## src/rtl/dmem_access_ctrl.sv

```systemverilog
// Data-memory access controller: request/ack handshake with a multi-cycle memory, pipeline halt and registered load data.
// Optional busy timeout with a sticky error flag is built when DMEM_TIMEOUT_EN is defined.
module dmem_access_ctrl #(
   parameter int ADDR_W  = 32,
   parameter int DATA_W  = 32,
   parameter int TIMEOUT = 255
) (
   input  logic              clk_i,
   input  logic              rst_i,
   input  logic [1:0]        M_i,
   input  logic [ADDR_W-1:0] addr_i,
   input  logic [DATA_W-1:0] data_i,
   output logic              halt_o,
   output logic              mem_en_o,
   output logic              mem_we_o,
   output logic [ADDR_W-1:0] mem_addr_o,
   output logic [DATA_W-1:0] mem_data_o,
   input  logic              mem_ack_i,
   input  logic [DATA_W-1:0] mem_data_i,
   output logic [DATA_W-1:0] rdata_o,
   output logic              err_o
);

   // state | meaning
   // IDLE  | waiting for a request from EX/MEM
   // BUSY  | request on the bus, waiting for ack
   // DONE  | one-cycle release so the pipeline advances exactly once
   typedef enum logic [1:0] {IDLE, BUSY, DONE} state_t;

   state_t              state_q, state_d;
   logic                en_q, en_d;
   logic                we_q, we_d;
   logic [ADDR_W-1:0]   addr_q, addr_d;
   logic [DATA_W-1:0]   wdata_q, wdata_d;
   logic [DATA_W-1:0]   rdata_q, rdata_d;
   logic                req;

`ifdef DMEM_TIMEOUT_EN
   localparam int CNT_W = ($clog2(TIMEOUT + 1) > 8) ? $clog2(TIMEOUT + 1) : 8;
   logic [CNT_W-1:0]    cnt_q, cnt_d;
   logic                err_q, err_d;
`endif

   assign req = M_i[1] | M_i[0];

   always_ff @(posedge clk_i or negedge rst_i) begin
      if (!rst_i) begin
         state_q <= IDLE;
         en_q    <= 1'b0;
         we_q    <= 1'b0;
         addr_q  <= '0;
         wdata_q <= '0;
         rdata_q <= '0;
`ifdef DMEM_TIMEOUT_EN
         cnt_q   <= '0;
         err_q   <= 1'b0;
`endif
      end else begin
         state_q <= state_d;
         en_q    <= en_d;
         we_q    <= we_d;
         addr_q  <= addr_d;
         wdata_q <= wdata_d;
         rdata_q <= rdata_d;
`ifdef DMEM_TIMEOUT_EN
         cnt_q   <= cnt_d;
         err_q   <= err_d;
`endif
      end
   end

   always_comb begin
      state_d = state_q;
      en_d    = en_q;
      we_d    = we_q;
      addr_d  = addr_q;
      wdata_d = wdata_q;
      rdata_d = rdata_q;
`ifdef DMEM_TIMEOUT_EN
      cnt_d   = cnt_q;
      err_d   = err_q;
`endif
      case (state_q)
         IDLE: begin
            if (req) begin
               addr_d  = addr_i;
               wdata_d = data_i;
               we_d    = M_i[0];
               en_d    = 1'b1;
               state_d = BUSY;
`ifdef DMEM_TIMEOUT_EN
               cnt_d   = '0;
`endif
            end
         end
         BUSY: begin
            if (mem_ack_i) begin
               en_d    = 1'b0;
               state_d = DONE;
               if (!we_q) rdata_d = mem_data_i;
            end
`ifdef DMEM_TIMEOUT_EN
            // Ack on the limit cycle takes priority over the timeout.
            else if (cnt_q == CNT_W'(TIMEOUT - 1)) begin
               en_d    = 1'b0;
               err_d   = 1'b1;
               state_d = DONE;
               if (!we_q) rdata_d = '0;
            end else begin
               cnt_d = cnt_q + CNT_W'(1);
            end
`endif
         end
         DONE:    state_d = IDLE;
         default: state_d = IDLE;
      endcase
   end

   // Gated by reset so a stall request drops immediately when the access is aborted.
   assign halt_o     = rst_i & (((state_q == IDLE) & req) | (state_q == BUSY));
   assign mem_en_o   = en_q;
   assign mem_we_o   = we_q;
   assign mem_addr_o = addr_q;
   assign mem_data_o = wdata_q;
   assign rdata_o    = rdata_q;
`ifdef DMEM_TIMEOUT_EN
   assign err_o      = err_q;
`else
   assign err_o      = 1'b0;
`endif

endmodule
```

## config.mk

```make
export PLATFORM = sky130hd
export DESIGN_NAME = dmem_access_ctrl
export DESIGN_NICKNAME = d
export VERILOG_FILES = /design/src/rtl/dmem_access_ctrl.sv
export SDC_FILE = /design/constraint.sdc
export NUM_CORES = 1
export LEC_CHECK = 0
export ABC_AREA = 1
export CORE_MARGIN = 10
export CORE_UTILIZATION = 55
export CTS_CLUSTER_DIAMETER = 30
export DETAILED_ROUTE_END_ITERATION = 16
export DONT_BUFFER_PORTS = 1
export MAX_ROUTING_LAYER = met4
export PLACE_DENSITY = 0.73
export SLEW_MARGIN = 20
export SYNTH_ARGS = -nofsm -noshare
export SYNTH_HDL_FRONTEND = slang
export SYNTH_SLANG_ARGS = --single-unit
```

## constraint.sdc

```tcl
create_clock -name clk_i -period 2.2 [get_ports clk_i]
set_input_delay 0.44 -clock clk_i [delete_from_list [all_inputs] [get_ports clk_i]]
set_output_delay 0.44 -clock clk_i [all_outputs]
set_load 0.01 [all_outputs]
```

## Word level (Yosys, flattened, before mapping)

Index checks and enable logic that the tools add are counted.

- Output and inout port bits: 100
- Flip-flop bits (word level): 100

- Muxes and demuxes: 6
- Bitwise gates (word level): 5
- Equal/unequal tests: 3
- Reduce and logical (&&, ||, !) cells: 6

Operators by type and width:

| cell | number |
|---|---|
| $reduce_and A3 Y1 | 2 |
| $mux W2 | 2 |
| $ne A2 B2 Y1 const B | 2 |
| $pmux W2 S2 | 1 |
| $reduce_and A2 Y1 | 2 |
| $and A1 B1 Y1 | 2 |
| $eq A2 B1 Y1 const B | 1 |
| $logic_not A2 Y1 | 1 |
| $mux W1 | 2 |
| $or A1 B1 Y1 | 2 |
| $pmux W1 S2 | 1 |
| $reduce_bool A2 Y1 | 1 |
| $not A1 Y1 | 1 |

## Longest topological paths before layout

- Word-level depth: 4
- Mapped depth: 7
- Gate-level depth less buffers: 5

## Least setup slack after synthesis

No wires, ideal clock.

- Kind: reg2out
- Start: register state_q[1]
- End: output halt_o
- Data arrival time: 0.871 ns
- Path slack: 0.889 ns
- Stages on the path, launching flop included: 6
- Path through: dfrtp_1 -> nor2_2 -> buf_4 -> nand2_1 -> nand2_1 -> nor2_1

- Longest elaborated chain between the ends: 4
- Elaborated cells on any way between the ends: 5
- Classes of those cells: eq/ne (1); bitwise (3); reduce/logical (1)

RTL lines:

| what | RTL line | RTL |
|---|---|---|
| start: declaration | 30 | `state_t state_q, state_d;` |
| start signal: assignment | 59 | `state_q <= state_d;` |
| $logic_not A2 Y1 | 120 | `assign halt_o = rst_i & (((state_q == IDLE) & req) \| (state_q == BUSY));` |
| $and A1 B1 Y1 | 120 |  |
| $or A1 B1 Y1 (*) | 120 |  |
| $and A1 B1 Y1 (*) | 120 |  |
| end: declaration | 13 | `output logic halt_o,` |

Every way passes the cells marked *; elsewhere a longest branch is shown, timed or not.

## Worst setup path in the final report

Ends and elaborated chain as after synthesis.

==> impl_results.rst <==
.. list-table::
   :header-rows: 1

   * - Metric
     - Value
   * - Result of the run
     - complete, but fails checks
   * - Violated checks
     - negative hold slack
   * - Via count
     - 2932
   * - HPWL after detailed placement
     - 7.51 mm
   * - Post-route design area
     - 0.00423 sq mm
   * - Boundary Pins
     - 201
   * - Warning count from the yosys run
     - 0
   * - Clk Tree Root Cell
     - sky130_fd_sc_hd__clkbuf_8
   * - NetSw
     - 0.00287 W
   * - Routed WL
     - 10.4 mm
   * - Slew at the pin closest to its max-slew limit
     - 0.593 ns
   * - Clock-pin transition on the worst setup and hold timing paths
     - 0.09 ns
   * - Cell Rows
     - 31
   * - Number of input and output port buffers inserted
     - 0
   * - First-pass GRT wire length
     - 16.0 mm
   * - CTS buffer count
     - 9
   * - Count of maximum capacitance violations
     - 0
   * - Post-Syn Area per Cell
     - 9.00 sq um
   * - Power density of the placed cells
     - 1620 mW/mm^2
   * - IR drop worst, VDD
     - 0.700 mV
   * - Pin count of the biggest net entering global routing
     - 102
   * - Leak pwr
     - 2.28 nW
   * - Clock tree from TritonCTS
     - done
   * - Share of power burned in combinational logic
     - 25.3%
   * - Number of levels in the clock H-tree
     - 3
   * - Clock network fraction of total power
     - 18.5%
   * - Sequential element share of the synthesized area
     - 62.5%
   * - Number of design rule violations left after detail routing
     - 0
   * - Setup repair after global routing missed its margin
     - false
   * - Worst clock skew on the final layout
     - 0.00684 ns
   * - Antenna violations before repair
     - 0
   * - DRT iter0 DRCs
     - 169
   * - Area taken by multi-input logic gates
     - 0.00129 sq mm
   * - FF+latch count, synth
     - 100
   * - TritonCTS Sinks
     - 100
   * - Number of filler instances in the final layout
     - 660
   * - Highest net fanout along the worst path
     - 4
   * - Crit path arrival time
     - 1.26 ns
   * - Final-layout setup total negative slack
     - 0 ns
   * - Endpoint kind of the worst setup timing path
     - output pin
   * - Sequential standard cell area
     - 0.00250 sq mm
   * - Switching share of power
     - 42.0%
   * - Via density
     - 5.47
   * - GPL Wtd Cong
     - 0.815
   * - Post-synthesis cell type count
     - 11
   * - Vertical die dimension
     - 105 microns
   * - Post-CTS Setup Bufs
     - 0
   * - Hold violation total from the final report
     - 100
   * - Total inserted antenna cells
     - 0
   * - All-Layer GR Usage
     - 18.5%
   * - Longest Clk Path Bufs
     - 2
   * - Number of pins with negative max-slew slack in the final report
     - 0
   * - CP required
     - 1.76 ns
   * - Remaining number of nets flagged by the antenna check after routing
     - 0
   * - Worst-skew pair later-pin latency
     - 0.35 ns
   * - Fraction of final layout cells with drive strength greater than 1
     - 5.95%
   * - Total grt overflow
     - 0
   * - Area Overhead vs Synth
     - 5.62%
   * - Worst-case hold slack
     - -0.230 ns
   * - Final routed wire length divided by cell count
     - 19.4 microns
   * - Final Net Count
     - 533
   * - Internal power
     - 0.00397 W
   * - Placeable Area
     - 0.00718 sq mm
   * - Category of the worst setup path launch point
     - flop
   * - Via count of the first global-routing pass
     - 2877
   * - CP Class
     - reg2out
   * - Post-Syn Instances
     - 445
   * - Worst rel slew slack
     - 60.5%
   * - Share of the clock period used by the worst path after layout
     - 77.1%
   * - Full die area
     - 0.0111 sq mm
   * - Post-cts repair resize count
     - 0
   * - Placed instance area
     - 0.00401 sq mm
   * - Post-synthesis instance area
     - 0.00401 sq mm
   * - Post-Synthesis Net Count
     - 546
   * - First-pass iteration count of the detailed router
     - 4
   * - Count of final setup violators
     - 0
   * - Maximum frequency from static timing analysis
     - 0.590 GHz
   * - Kind of path behind the tightest hold check
     - in2async
   * - Part of the total power dissipated in sequential elements
     - 56.3%
   * - Initial cell density of the core
     - 55.8%
   * - Final critical path time including I/O delays and setup
     - 1.70 ns
   * - Die width
     - 105 microns
## synth_stat cells, drive strengths merged
library cell | number | area, sq um
nor2 | 5 | 31.3
dfrtp | 100 | 2500
conb | 1 | 3.75
inv | 7 | 26.3
nand3 | 96 | 480
buf | 31 | 191
nand2 | 205 | 769
## through the flow
step / hold WS, ns / util [%] / std cells / total power, W / worst slack, ns
final: -0.230 / 59.0 / 536 / 0.00684 / 0.505
after global routing: -0.254 / 59.0 / 536 / 0.00736 / 0.424
after CTS: -0.242 / 59.0 / 536 / 0.00692 / 0.458
after detailed placement: 0.148 / 55.9 / 520 / 0.00565 / 0.751
after global placement: 0.148 / 55.9 / 520 / 0.00555 / 0.785
after floorplan: 0.144 / - / 445 / 0.00512 / 0.889
## metal layers
metal  track usage, %  share of wire [%]
met5                -                  0
met3             7.98                 12
met1             22.4                 40
met2             27.4                 47
met4             6.08                1.5
## state kept, by name (all words and copies together) (netlist names)
signal and count:
mem_data_o 32, rdata_o 32, mem_en_o 1, state_q 2, mem_we_o 1, mem_addr_o 32
## path summary, 6_finish.rpt
| path | slack [ns] | startpoint | to | cells past startpoint |
|---|---|---|---|---|
| setup / recovery | 0.50 | state_q[1] | halt_o | 4 |
| hold reg to reg | 0.55 | rdata_o[0] | rdata_o[0] | 2 |
| setup reg to reg | 0.72 | state_q[1] | mem_data_o[6] | 5 |
| min in group clk_i | 0.21 | M_i[0] | mem_we_o | 2 |
| hold / removal | -0.23 | rst_i | mem_data_o[18] | 0 |
| max in group asynchronous | 2.29 | rst_i | mem_addr_o[16] | 0 |
## cell type report
cell class              count  area share, %
clock buffers              12           3.43
flip-flops and latches    100           59.2
repair buffers              7           1.54
well taps                  99           2.93
clock inverters             4           1.72
multi-input cells         307           30.6
inverters                   7          0.621
## placed cells by master (no fill, tap or decap)
cell type                    instances
sky130_fd_sc_hd__nand2_2             2
sky130_fd_sc_hd__clkinv_2            1
sky130_fd_sc_hd__dfrtp_1           100
sky130_fd_sc_hd__clkinvlp_4          1
sky130_fd_sc_hd__nor2_2              1
sky130_fd_sc_hd__clkbuf_8           10
sky130_fd_sc_hd__nor2_1              2
sky130_fd_sc_hd__conb_1              1
sky130_fd_sc_hd__nor2_4              2
sky130_fd_sc_hd__bufinv_16           2
sky130_fd_sc_hd__clkbuf_1            2
sky130_fd_sc_hd__buf_4               6
sky130_fd_sc_hd__inv_1               7
sky130_fd_sc_hd__nand3_1            96
sky130_fd_sc_hd__nand2_1           203
sky130_fd_sc_hd__buf_12              1
## power groups by stage
stage | logic, W | clock network [W] | registers, W
after global routing | 0.00202 | 0.00137 | 0.00397
after global placement | 0.00165 | 0 | 0.00390
final | 0.00173 | 0.00126 | 0.00385
after floorplan | 0.00152 | 0 | 0.00360
after CTS | 0.00174 | 0.00129 | 0.00388
after detailed placement | 0.00175 | 0 | 0.00390
## kinds of logic after synthesis
group | count (synthesis) | share of synthesized area, %
other | 1 | 0.0936
buffers and inverters | 38 | 5.44
and+or+nand+nor | 306 | 32.0
DFF | 100 | 62.5
## critical path, stage by stage, from the launching register on
cell                      delay (ns)
sky130_fd_sc_hd__dfrtp_1        0.47
sky130_fd_sc_hd__nor2_4         0.08
sky130_fd_sc_hd__nand2_1        0.06
sky130_fd_sc_hd__nand2_1        0.05
sky130_fd_sc_hd__nor2_1         0.25
(Power assumes the default switching activity.)
